### src/rtl/uart_frame_pkg.sv
// Shared constants, error codes and CRC8 step for the UART host/device frame format.
// Used by the frame initiator and the bridge parser/builder alike.
package uart_frame_pkg;

  localparam logic [7:0] SOF_H2D   = 8'hA5;
  localparam logic [7:0] SOF_D2H   = 8'h5A;
  localparam logic [7:0] CMD_READ  = 8'h10;
  localparam logic [7:0] CMD_WRITE = 8'h20;
  localparam logic [7:0] STATUS_OK = 8'h00;

  typedef enum logic [2:0] {
    ErrNone    = 3'd0,
    ErrTimeout = 3'd1,
    ErrCrc     = 3'd2,
    ErrEcho    = 3'd3
  } err_e;

  // One byte of CRC-8, polynomial 0x07, MSB first.
  function automatic logic [7:0] crc8_update(input logic [7:0] crc, input logic [7:0] data);
    logic [7:0] c;
    c = crc ^ data;
    for (int i = 0; i < 8; i++) begin
      c = c[7] ? ((c << 1) ^ 8'h07) : (c << 1);
    end
    return c;
  endfunction

endpackage

### src/rtl/uart_frame_crc8.sv
// Running CRC-8 register: clear takes priority over a byte update.
module uart_frame_crc8
  import uart_frame_pkg::*;
(
  input  logic       clk,
  input  logic       rst_n,
  input  logic       clear,
  input  logic       en,
  input  logic [7:0] data,
  output logic [7:0] crc
);

  logic [7:0] crc_q;

  always_ff @(posedge clk or negedge rst_n) begin
    if (!rst_n) begin
      crc_q <= 8'h00;
    end else if (clear) begin
      crc_q <= 8'h00;
    end else if (en) begin
      crc_q <= crc8_update(crc_q, data);
    end
  end

  assign crc = crc_q;

endmodule

### src/rtl/uart_host_frame_initiator.sv
// Host-side frame initiator: sends one read/write request frame over a byte stream,
// then parses and CRC-checks the device response and reports status, data and error.
module uart_host_frame_initiator
  import uart_frame_pkg::*;
#(
  parameter int unsigned TIMEOUT_CYCLES = 250000,
  parameter int unsigned TO_W           = $clog2(TIMEOUT_CYCLES + 1)
) (
  input  logic        clk,
  input  logic        rst_n,
  input  logic        cmd_valid,
  output logic        cmd_ready,
  input  logic        cmd_write,
  input  logic [31:0] cmd_addr,
  input  logic [31:0] cmd_wdata,
  output logic [7:0]  tx_data,
  output logic        tx_valid,
  input  logic        tx_ready,
  input  logic [7:0]  rx_data,
  input  logic        rx_valid,
  output logic        rsp_valid,
  output logic [7:0]  rsp_status,
  output logic [31:0] rsp_rdata,
  output logic [2:0]  rsp_err,
  output logic        busy,
  output logic [15:0] drop_count
);

  localparam logic [2:0] StIdle     = 3'd0;
  localparam logic [2:0] StTxFrame  = 3'd1;
  localparam logic [2:0] StWaitSof  = 3'd2;
  localparam logic [2:0] StRxStatus = 3'd3;
  localparam logic [2:0] StRxCmd    = 3'd4;
  localparam logic [2:0] StRxData   = 3'd5;
  localparam logic [2:0] StRxCrc    = 3'd6;
  localparam logic [2:0] StDone     = 3'd7;

  logic [2:0]      state_q, state_d;
  logic            init_q;
  logic            write_q;
  logic [31:0]     addr_q, wdata_q;
  logic [3:0]      tx_idx_q;
  logic [TO_W-1:0] to_q;
  logic [1:0]      rx_cnt_q;
  logic [7:0]      status_q, echo_q;
  logic [31:0]     rdata_q;
  logic [7:0]      rsp_status_q;
  logic [31:0]     rsp_rdata_q;
  err_e            rsp_err_q, rx_err;
  logic [15:0]     drop_q;

  logic       accept, tx_fire, tx_done, rx_in_frame, timeout_hit, drop_byte;
  logic [3:0] tx_last;
  logic [7:0] cmd_byte, tx_crc, rx_crc;
  logic       tx_crc_en, rx_crc_en;

  assign cmd_ready   = init_q && (state_q == StIdle);
  assign accept      = cmd_valid && cmd_ready;
  assign tx_valid    = (state_q == StTxFrame);
  assign tx_fire     = tx_valid && tx_ready;
  assign tx_last     = write_q ? 4'd10 : 4'd6;
  assign tx_done     = tx_fire && (tx_idx_q == tx_last);
  assign cmd_byte    = write_q ? CMD_WRITE : CMD_READ;
  assign rx_in_frame = state_q inside {StWaitSof, StRxStatus, StRxCmd, StRxData, StRxCrc};
  // A byte arriving on the expiry cycle wins over the timeout.
  assign timeout_hit = rx_in_frame && !rx_valid && (to_q <= TO_W'(1));
  assign drop_byte   = rx_valid && ((state_q inside {StIdle, StTxFrame, StDone}) ||
                                    ((state_q == StWaitSof) && (rx_data != SOF_D2H)));

  // SOF and the trailing CRC byte are excluded from the request CRC.
  assign tx_crc_en = tx_fire && (tx_idx_q != 4'd0) && (tx_idx_q != tx_last);
  assign rx_crc_en = rx_valid && (state_q inside {StRxStatus, StRxCmd, StRxData});

  uart_frame_crc8 u_tx_crc (
    .clk   (clk),
    .rst_n (rst_n),
    .clear (state_q == StIdle),
    .en    (tx_crc_en),
    .data  (tx_data),
    .crc   (tx_crc)
  );

  uart_frame_crc8 u_rx_crc (
    .clk   (clk),
    .rst_n (rst_n),
    .clear (state_q == StWaitSof),
    .en    (rx_crc_en),
    .data  (rx_data),
    .crc   (rx_crc)
  );

  always_comb begin
    tx_data = 8'h00;
    if (state_q == StTxFrame) begin
      case (tx_idx_q)
        4'd0:    tx_data = SOF_H2D;
        4'd1:    tx_data = cmd_byte;
        4'd2:    tx_data = addr_q[7:0];
        4'd3:    tx_data = addr_q[15:8];
        4'd4:    tx_data = addr_q[23:16];
        4'd5:    tx_data = addr_q[31:24];
        4'd6:    tx_data = wdata_q[7:0];
        4'd7:    tx_data = wdata_q[15:8];
        4'd8:    tx_data = wdata_q[23:16];
        4'd9:    tx_data = wdata_q[31:24];
        default: tx_data = 8'h00;
      endcase
      if (tx_idx_q == tx_last) begin
        tx_data = tx_crc;
      end
    end
  end

  always_comb begin
    rx_err = ErrNone;
    if (rx_crc != rx_data) begin
      rx_err = ErrCrc;
    end else if (echo_q != cmd_byte) begin
      rx_err = ErrEcho;
    end
  end

  always_comb begin
    state_d = state_q;
    case (state_q)
      StIdle:     if (accept) state_d = StTxFrame;
      StTxFrame:  if (tx_done) state_d = StWaitSof;
      StWaitSof:  if (rx_valid && (rx_data == SOF_D2H)) state_d = StRxStatus;
      StRxStatus: if (rx_valid) state_d = StRxCmd;
      StRxCmd: begin
        if (rx_valid) begin
          state_d = ((rx_data == CMD_READ) && (status_q == STATUS_OK)) ? StRxData : StRxCrc;
        end
      end
      StRxData:   if (rx_valid && (rx_cnt_q == 2'd3)) state_d = StRxCrc;
      StRxCrc:    if (rx_valid) state_d = StDone;
      StDone:     state_d = StIdle;
      default:    state_d = StIdle;
    endcase
    if (timeout_hit) begin
      state_d = StDone;
    end
  end

  always_ff @(posedge clk or negedge rst_n) begin
    if (!rst_n) begin
      state_q      <= StIdle;
      init_q       <= 1'b0;
      write_q      <= 1'b0;
      addr_q       <= '0;
      wdata_q      <= '0;
      tx_idx_q     <= '0;
      to_q         <= '0;
      rx_cnt_q     <= '0;
      status_q     <= '0;
      echo_q       <= '0;
      rdata_q      <= '0;
      rsp_status_q <= '0;
      rsp_rdata_q  <= '0;
      rsp_err_q    <= ErrNone;
      drop_q       <= '0;
    end else begin
      state_q <= state_d;
      init_q  <= 1'b1;

      if (accept) begin
        write_q  <= cmd_write;
        addr_q   <= cmd_addr;
        wdata_q  <= cmd_wdata;
        tx_idx_q <= '0;
      end else if (tx_fire) begin
        tx_idx_q <= tx_idx_q + 4'd1;
      end

      if (tx_done) begin
        to_q <= TO_W'(TIMEOUT_CYCLES);
      end else if (rx_in_frame) begin
        if (rx_valid) begin
          to_q <= TO_W'(TIMEOUT_CYCLES);
        end else if (to_q != '0) begin
          to_q <= to_q - TO_W'(1);
        end
      end

      if (state_q == StWaitSof) begin
        rx_cnt_q <= '0;
        rdata_q  <= '0;
      end
      if (rx_valid) begin
        if (state_q == StRxStatus) status_q <= rx_data;
        if (state_q == StRxCmd) echo_q <= rx_data;
        if (state_q == StRxData) begin
          rdata_q  <= {rx_data, rdata_q[31:8]};
          rx_cnt_q <= rx_cnt_q + 2'd1;
        end
      end

      if (timeout_hit) begin
        rsp_status_q <= 8'hFF;
        rsp_rdata_q  <= '0;
        rsp_err_q    <= ErrTimeout;
      end else if ((state_q == StRxCrc) && rx_valid) begin
        rsp_status_q <= status_q;
        rsp_rdata_q  <= rdata_q;
        rsp_err_q    <= rx_err;
      end

      if (drop_byte && (drop_q != 16'hFFFF)) begin
        drop_q <= drop_q + 16'd1;
      end
    end
  end

  assign rsp_valid  = (state_q == StDone);
  assign rsp_status = rsp_status_q;
  assign rsp_rdata  = rsp_rdata_q;
  assign rsp_err    = rsp_err_q;
  assign busy       = (state_q != StIdle);
  assign drop_count = drop_q;

endmodule

### config.mk
export PLATFORM = sky130hd
export DESIGN_NAME = uart_host_frame_initiator
export DESIGN_NICKNAME = d
export VERILOG_FILES = /design/src/rtl/uart_frame_pkg.sv /design/src/rtl/uart_frame_crc8.sv /design/src/rtl/uart_host_frame_initiator.sv
export SDC_FILE = /design/constraint.sdc
export NUM_CORES = 1
export LEC_CHECK = 0
export CORE_MARGIN = 1.5
export CORE_UTILIZATION = 50
export DETAILED_ROUTE_END_ITERATION = 8
export GPL_ROUTABILITY_DRIVEN = 0
export PLACE_DENSITY = 0.77
export REMOVE_ABC_BUFFERS = 1
export SLEW_MARGIN = 20
export SYNTH_ARGS = -nofsm -noshare
export SYNTH_HDL_FRONTEND = slang
export SYNTH_SLANG_ARGS = --single-unit
### constraint.sdc
create_clock -name clk -period 2.76 [get_ports clk]
set_clock_uncertainty 0.1 [all_clocks]
set_input_delay 0.414 -clock clk [delete_from_list [all_inputs] [get_ports clk]]
set_output_delay 0.414 -clock clk [all_outputs]
set_load 0.01 [all_outputs]
==> impl_metrics.json, run 1 <==
{
  "status": "finished with violations",
  "violations": "negative setup slack",
  "io_buffers": 147,
  "register_area_um2": 5380,
  "drt_iter0_drc": 664,
  "yosys-top-cells-count": "215 x dfrtp_1, 129 x nand2_1, 85 x mux2_2",
  "detailed_place_hpwl_um": 17600,
  "cts_tree": "done",
  "area_delta_synth_final_pct": 37.7,
  "setup_viol": 19,
  "grt_usage": 0.248,
  "placed_cell_area_um2": 12800,
  "num_io_pins": 149,
  "ff2ff_setup_slack_ps": -380,
  "drv_slew": 0,
  "clk_path_buf_depth": 3,
  "yosys.area.top_type_share": 0.511,
  "r2r-start": "tx_idx_q[0]",
  "ctsRootBufferMaster": "clkbuf_16",
  "nets": 1324,
  "cp-start-kind": "flop",
  "yosysWarnings": 0,
  "worst_pin_slew_ps": 706,
  "cts_buffers": 23,
  "clk_latency_ps": 530,
  "die_x_um": 148,
  "ant_nets": 0,
  "path_class": "flop to output pin",
  "fin_ws_ps": -390,
  "max_freq_mhz": 317,
  "path_max_fanout": 4,
  "drc": 0,
  "first_global_vias": 8803,
  "leakagePower_nw": 6.23,
  "grt_pass1_wl_um": 44200,
  "clk_pin_slew_ps": 60,
  "ir_worst_vdd_mv": 0.656,
  "critPathCaptureType": "output pin",
  "yosysMostFrequentCell": "dfrtp_1",
  "overflow": 0,
  "start_util": 0.515,
  "antenna_found_initial": 0,
  "drive_gt1_frac": 0.280,
  "grt_start_max_net_pins": 82,
  "synth_edf_count": 0,
  "synth_area_um2": 10500,
  "fin_crit_ps": 3150,
  "nFillCells": 1445,
  "yosysSeqAreaShare": 0.511,
  "netlist_instances": 1002,
  "pre_cts_ws_ps": -237,
  "synth_top_area_cell": "dfrtp_1",
  "viasPerCell": 5.82,
  "required_ps": 2250,
  "synth_cell_types": 77,
  "htree_levels": 1,
  "p_per_area_nw_per_um2": 1040,
  "stdcell_area_um2": 14500,
  "hp-class": "input pin to asynchronous set/reset pin",
  "rsz0062_at_grt": "yes",
  "core_area_um2": 20400,
  "die_h_um": 148,
  "cts.sinks": 215,
  "wl_per_cell_um": 18.5,
  "r2r-end": "u_tx_crc.crc[0]",
  "synth-async-reset-ratio": 1.00,
  "drv_cap": 0,
  "multi_input_area_um2": 5270,
  "crit_arrival_ps": 2640,
  "firstDrtPassIters": 6,
  "synth.area.top_cells": "dfrtp_1 51%, mux2_2 9.1%, nand2_1 4.6%",
  "rows": 52,
  "post-route-period-util": 1.14,
  "r2r.worst_path.cells": 11,
  "ys_ff_latch": 215,
  "vias": 8841,
  "dieArea_um2": 21900,
  "relSlewSlack": 0.529,
  "wirelength_um": 28200,
  "ys.flop_type": "dfrtp_1",
  "antenna_cells": 0,
  "hold_violations": 0,
  "postSynthAreaPerCell_um2": 10.5
}
[logic make-up after synthesis]
kind of cell	count (synthesis)	synth area share
other cells	2	0.000713
compound gates	203	0.137
xor+xnor	63	0.0524
mux	91	0.0966
simple gates	330	0.152
buf+inv	86	0.0357
flops	215	0.511
fa+ha+maj	12	0.0143
[layout make-up]
type                            count  share of cell area
Clock buffer                       26              0.0419
Tap cell                          270              0.0233
Multi-Input combinational cell    701               0.363
Timing Repair Buffer              276               0.180
Clock inverter                     15              0.0153
Sequential cell                   215               0.371
Inverter                           17             0.00492
[how the worst max path moves through the flow]
stage                      startpoint         endpoint  slack, ps  cells past startpoint
after global routing      tx_idx_q[0]  u_tx_crc.crc[0]       -510                     11
after floorplan            state_q[2]      rx_cnt_q[0]      -2000                      4
after global placement    tx_idx_q[1]  u_tx_crc.crc[2]       -170                     10
after detailed placement  tx_idx_q[1]  u_tx_crc.crc[2]       -240                     10
after CTS                 tx_idx_q[1]       tx_data[0]       -350                      8
final                     tx_idx_q[0]       tx_data[0]       -390                      8
[cells in the final DEF (no fill, tap or decap), types with 23 or more instances in the layout]
cell type | synthesis | final
mux2_2 | 85 | 85
dfrtp_1 | 215 | 213
a22o_1 | 37 | 37
xnor2_1 | 36 | 31
a21oi_1 | 56 | 52
clkbuf_16 | 0 | 23
nor2_1 | 67 | 62
nand2_1 | 129 | 125
buf_4 | 3 | 94
xor2_1 | 27 | 25
nand3_1 | 32 | 31
buf_6 | 3 | 30
clkdlybuf4s50_1 | 0 | 138
[what timing repair did]
| item | CTS | global route |
|---|---|---|
| buffers inserted | 21 | 16 |
| endpoints found under the hold margin | 75 | 0 |
| endpoints found under the setup margin | 18 | 27 |
| hold buffers | 1 | 0 |
| pin swaps | 30 | 52 |
| resized for setup | 92 | 68 |
[metal layers]
layer / GRT usage / share of wire / vias to the layer above
li1: - / - / 4022
met1: 0.323 / 0.41 / 4397
met2: 0.429 / 0.51 / 341
met3: 0.0313 / 0.052 / 81
met4: 0.0891 / 0.033 / 0
met5: 0 / 0 / -
[critical path: stages (launching register included)]
cell      delay (ps)
dfrtp_2          470
ha_4             200
buf_6            110
a222oi_1         340
nor2_1           160
or4_4            480
o21ai_2          150
a21oi_2           60
buf_2            150
[through the flow]
step	hold slack [ps]	instances	setup TNS, ps	util	power [mW]
floorplan	18.4	933	-117100	-	8.13
global placement	377	1446	-1580	0.628	10.1
detailed placement	381	1446	-2100	0.628	10.3
CTS	382	1509	-2450	0.688	14.2
global route	388	1520	-5200	0.710	15.9
finish	384	1520	-3110	0.710	15.1
[where the power goes]
part | switching (mW) | internal (mW) | leakage [nW]
Sequential | 0.854 | 4.11 | 2.77
Combinational | 3.30 | 3.47 | 3.05
Clock | 1.30 | 2.06 | 0.411
[flip-flops by register name, indices dropped and copies added (netlist names)]
register      flops
status_q          8
u_rx_crc.crc      8
write_q           1
echo_q            8
init_q            1
to_q             18
drop_count       16
addr_q           32
rsp_rdata        32
tx_idx_q          4
rdata_q          32
state_q           3
u_tx_crc.crc      8
rsp_status        8
rsp_err           2
rx_cnt_q          2
wdata_q          32
Power figures use the tool's default switching activity.
==> inputs of run 2 (changes only) <==
Settings changed: ABC_AREA from default to 1.
==> impl_metrics.json, run 2 <==
{
  "drv_cap": 0,
  "first_global_vias": 8942,
  "synth.area.top_cells": "dfrtp_1 50%, nand2_1 15%, nand3_1 6.7%",
  "setup_viol": 0,
  "critPathCaptureType": "output pin",
  "drt_iter0_drc": 721,
  "cts.sinks": 215,
  "die_x_um": 149,
  "path_cells": "inv_4 > ha_4 > inv_2 > nor2_4 > buf_4 > nand2_1 > nand3_2 > nor2_4 > nand2_1 > nand3_2 > nand2_2 > buf_2",
  "antenna_found_initial": 0,
  "hold_violations": 0,
  "post-route-util": 0.644,
  "yosys.area.top_type_share": 0.504,
  "yosysMostFrequentCell": "nand2_1",
  "cp-start-kind": "flop",
  "grt_pass1_wl_um": 44600,
  "nFillCells": 1755,
  "holdPathEnd": "addr_q[2]",
  "max_freq_mhz": 373,
  "firstDrtPassIters": 6,
  "area_delta_synth_final_pct": 26.6,
  "ff2ff_setup_slack_ps": 250,
  "synth_area_um2": 10700,
  "clk_pin_slew_ps": 60,
  "r2r.worst_path.cells": 14,
  "ctsRootBufferMaster": "clkbuf_16",
  "worst_pin_slew_ps": 717,
  "antenna_cells": 0,
  "vias": 9330,
  "crit_arrival_ps": 2170,
  "fin_crit_ps": 2680,
  "leakagePower_nw": 6.53,
  "post-route-period-util": 0.973,
  "cts_tree": "done",
  "synth_edf_count": 0,
  "multi_input_area_um2": 4730,
  "relSlewSlack": 0.519,
  "path_class": "flop to output pin",
  "wl_per_cell_um": 15.6,
  "nets": 1561,
  "yosysSeqAreaShare": 0.504,
  "cts_buffers": 23,
  "detailed_place_hpwl_um": 18800,
  "synth-async-reset-ratio": 1.00,
  "drv_slew": 0,
  "viasPerCell": 5.30,
  "rows": 53,
  "drc": 0,
  "ant_nets": 0,
  "die_h_um": 149,
  "num_io_pins": 149,
  "synth_top_area_cell": "dfrtp_1",
  "finalSetupTns_ps": 0,
  "grt_usage": 0.249,
  "crit_slowest_cell": "dfrtp_2",
  "wirelength_um": 27400,
  "yosys-top-cells-count": "426 x nand2_1, 215 x dfrtp_1, 142 x nand3_1",
  "synth_cell_types": 54,
  "overflow": 0,
  "start_util": 0.509,
  "min_from": "cmd_addr[2]",
  "postSynthAreaPerCell_um2": 8.17,
  "grt_start_max_net_pins": 70,
  "most-common-layout-cells": "415 x nand2_1, 210 x dfrtp_1, 138 x nand3_1",
  "hold_ws_ps": 333,
  "htree_levels": 1,
  "final_common_cell": "nand2_1",
  "hp-class": "input pin to flop",
  "rsz0062_at_grt": "yes",
  "r2r-start": "state_q[2]",
  "clk_latency_ps": 510,
  "min_path_cells": 3,
  "dieArea_um2": 22200,
  "required_ps": 2250,
  "stdcell_area_um2": 13500,
  "core_area_um2": 21000,
  "placed_cell_area_um2": 12500,
  "netlist_instances": 1306,
  "r2r-end": "to_q[16]",
  "ys.flop_type": "dfrtp_1",
  "path_max_fanout": 5,
  "total_power_mw": 13.7,
  "status": "finished, final reports clean",
  "yosysWarnings": 0,
  "drive_gt1_frac": 0.127,
  "io_buffers": 147,
  "crit_start": "tx_idx_q[0]",
  "register_area_um2": 5390,
  "max_stage_delay_ps": 460,
  "clk_path_buf_depth": 3,
  "ir_worst_vdd_mv": 0.584,
  "ys_ff_latch": 215,
  "p_per_area_nw_per_um2": 1010
}
[run 2: where the power goes]
| part | leakage (nW) | internal [mW] | switching, mW |
|---|---|---|---|
| clock network | 0.351 | 1.75 | 1.26 |
| logic | 3.38 | 2.31 | 3.45 |
| registers | 2.79 | 4.15 | 0.784 |
| total | 6.53 | 8.20 | 5.49 |
[run 2: how the worst max path moves through the flow]
stage / end / depth (start not counted)
final: tx_data[0] / 12
after global routing: tx_data[6] / 11
after CTS: tx_data[5] / 12
after detailed placement: tx_data[5] / 13
after global placement: tx_data[5] / 13
after floorplan: state_q[1] / 10
[run 2: cells by family after synthesis]
logic type                 synth area share
and+or+nand+nor                       0.303
DFF                                   0.504
buffers and inverters                0.0669
AOI/OAI and AO/OA                    0.0712
xor gates and xnor gates             0.0319
adders and majority gates            0.0141
muxes                               0.00751
other                              0.000704
[run 2: cell type report]
| type | count | share of cell area |
|---|---|---|
| inverter | 115 | 0.0330 |
| clock inverter | 9 | 0.00806 |
| timing repair buffer | 193 | 0.139 |
| clock buffer | 30 | 0.0453 |
| tap | 275 | 0.0255 |
| sequential | 215 | 0.399 |
| multi-input combinational | 923 | 0.351 |
[run 2: critical path, delay by kind of cell, from the launching register on]
family                     cells  cell delay (ps)
DFF                            1              460
adders and majority gates      1              170
and+or+nand+nor                7              620
buffers and inverters          4              420
[run 2: timing repair]
| action | CTS | global route |
|---|---|---|
| endpoints found under the hold margin | 62 | 0 |
| hold buffers | 1 | 0 |
| pin swaps | 5 | 12 |
| setup endpoints to repair | 9 | 13 |
| setup buffers | 7 | 7 |
| resized for setup | 39 | 49 |
[run 2: through the flow]
stage               instances  setup slack (ps)
floorplan                1253              -846
global placement         1706               139
detailed placement       1706              14.1
CTS                      1753             -41.3
global route             1760             -31.2
finish                   1760              75.6
[run 2: metal layers]
layer  track usage  share of wire
met2         0.403           0.47
met1         0.352           0.45
met5             0              0
met4        0.0663          0.023
met3        0.0358          0.060
==> inputs of run 3 (changes only) <==
Settings changed: TNS_END_PERCENT from default to 5.
==> impl_metrics.json, run 3 (synthesized netlist as in run 2, its figures left out) <==
{
  "htree_levels": 1,
  "post-route-period-util": 0.983,
  "rows": 53,
  "die_x_um": 149,
  "final_common_cell": "nand2_1",
  "drv_slew": 0,
  "nFillCells": 1771,
  "ant_nets": 0,
  "stdcell_area_um2": 13400,
  "drv_cap": 0,
  "drt_iter0_drc": 688,
  "worst_pin_slew_ps": 702,
  "nets": 1556,
  "cts_tree": "done",
  "drive_gt1_frac": 0.120,
  "overflow": 0,
  "post-route-util": 0.640,
  "vias": 9338,
  "clk_latency_ps": 510,
  "grt_pass1_wl_um": 44700,
  "p_per_area_nw_per_um2": 1010,
  "grt_usage": 0.249,
  "antenna_cells": 0,
  "detailed_place_hpwl_um": 18800,
  "finalSetupTns_ps": 0,
  "wirelength_um": 27300,
  "ctsRootBufferMaster": "clkbuf_16",
  "hp-class": "input pin to flop",
  "start_util": 0.509,
  "path_class": "flop to output pin",
  "wl_per_cell_um": 15.5,
  "hold_violations": 0,
  "crit_arrival_ps": 2200,
  "status": "finished, final reports clean",
  "fin_crit_ps": 2710,
  "leakagePower_nw": 6.47,
  "num_io_pins": 149,
  "viasPerCell": 5.32,
  "rsz0062_at_grt": "yes",
  "first_global_vias": 8931,
  "firstDrtPassIters": 7,
  "cts_buffers": 23,
  "relSlewSlack": 0.529,
  "cp-start-kind": "flop",
  "setup_viol": 0,
  "dieArea_um2": 22200,
  "die_h_um": 149,
  "io_buffers": 147,
  "path_max_fanout": 9,
  "required_ps": 2250,
  "clk_path_buf_depth": 3,
  "area_delta_synth_final_pct": 25.8,
  "max_freq_mhz": 369,
  "ir_worst_vdd_mv": 0.584,
  "clk_pin_slew_ps": 60,
  "antenna_found_initial": 0,
  "critPathCaptureType": "output pin",
  "core_area_um2": 21000,
  "grt_start_max_net_pins": 70,
  "cts.sinks": 215,
  "most-common-layout-cells": "416 x nand2_1, 210 x dfrtp_1, 142 x nand3_1",
  "drc": 0,
  "placed_cell_area_um2": 12500
}
==> run 3: cell types whose count changed in the layout (fill, tap and decap cells not counted), moves of 2 or more <==
cell | before | now
buf_6 | 3 | 1
buf_4 | 36 | 34
nand3_2 | 8 | 4
inv_1 | 95 | 97
nand3_1 | 138 | 142
buf_2 | 4 | 2
==> run 3: metrics by stage <==
stage / cells / total power, mW / hold slack (ps) / worst slack (ps)
4_1_cts: 1751 / 13.4 / 327 / -86.9
2_1_floorplan: 1253 / 8.20 / 18.4 / -846
5_1_grt: 1755 / 14.5 / 334 / -47.4
3_3_place_gp: 1706 / 10.0 / 354 / 139
3_5_place_dp: 1706 / 10.2 / 353 / 14.1
6_report: 1755 / 13.6 / 332 / 46.9
==> run 3: area by class of cell <==
class                           count  area, µm²  share of cell area
Clock inverter                      9        109             0.00811
Multi-Input combinational cell    923       4710               0.351
Tap cell                          275        344              0.0256
Timing Repair Buffer              188       1820               0.135
Clock buffer                       30        612              0.0456
Inverter                          115        443              0.0330
Sequential cell                   215       5390               0.401
==> run 3: worst paths after layout <==
check / start / cells past startpoint / end / slack, ps
worst max-delay path: tx_idx_q[1] / 10 / tx_data[7] / 50
worst min-delay path: cmd_wdata[13] / 3 / wdata_q[13] / 330
worst max register to register: state_q[2] / 14 / to_q[16] / 240
worst min register to register: wdata_q[8] / 2 / wdata_q[8] / 390
max in group asynchronous: rst_n / 3 / tx_idx_q[2] / 1440
min in group asynchronous: rst_n / 2 / drop_count[5] / 370
==> run 3: layer usage <==
layer  vias to the layer above  wire length [µm]  track usage
met5                         -                 0            0
met4                         0               608       0.0658
met3                        51              1700       0.0358
met2                       303             12900        0.404
met1                      4431             12000        0.353
li1                       4553                 -            -
==> run 3: what timing repair did <==
item | CTS | global route
resized for setup | 32 | 43
hold endpoints to repair | 62 | 0
hold buffers | 1 | 0
setup endpoints to repair | 9 | 13
cloned | 0 | 0
pin swaps | 3 | 11
setup buffers | 5 | 4
==> run 3: worst max-delay path, cell delays in order, from the launching register on <==
cell             delay [ps]
dfrtp_2                 450
buf_4                   160
ha_4                    170
buf_12                  140
nand3_1                  70
nand2_1                  70
nor2_2                  140
nand4_2                 130
nand2_2                 100
inv_1                    50
clkdlybuf4s15_1         220
==> run 3: power breakdown <==
group,switching [mW],internal [mW]
Sequential,0.777,4.14
Clock,1.26,1.75
Combinational,3.42,2.25
Total,5.46,8.15
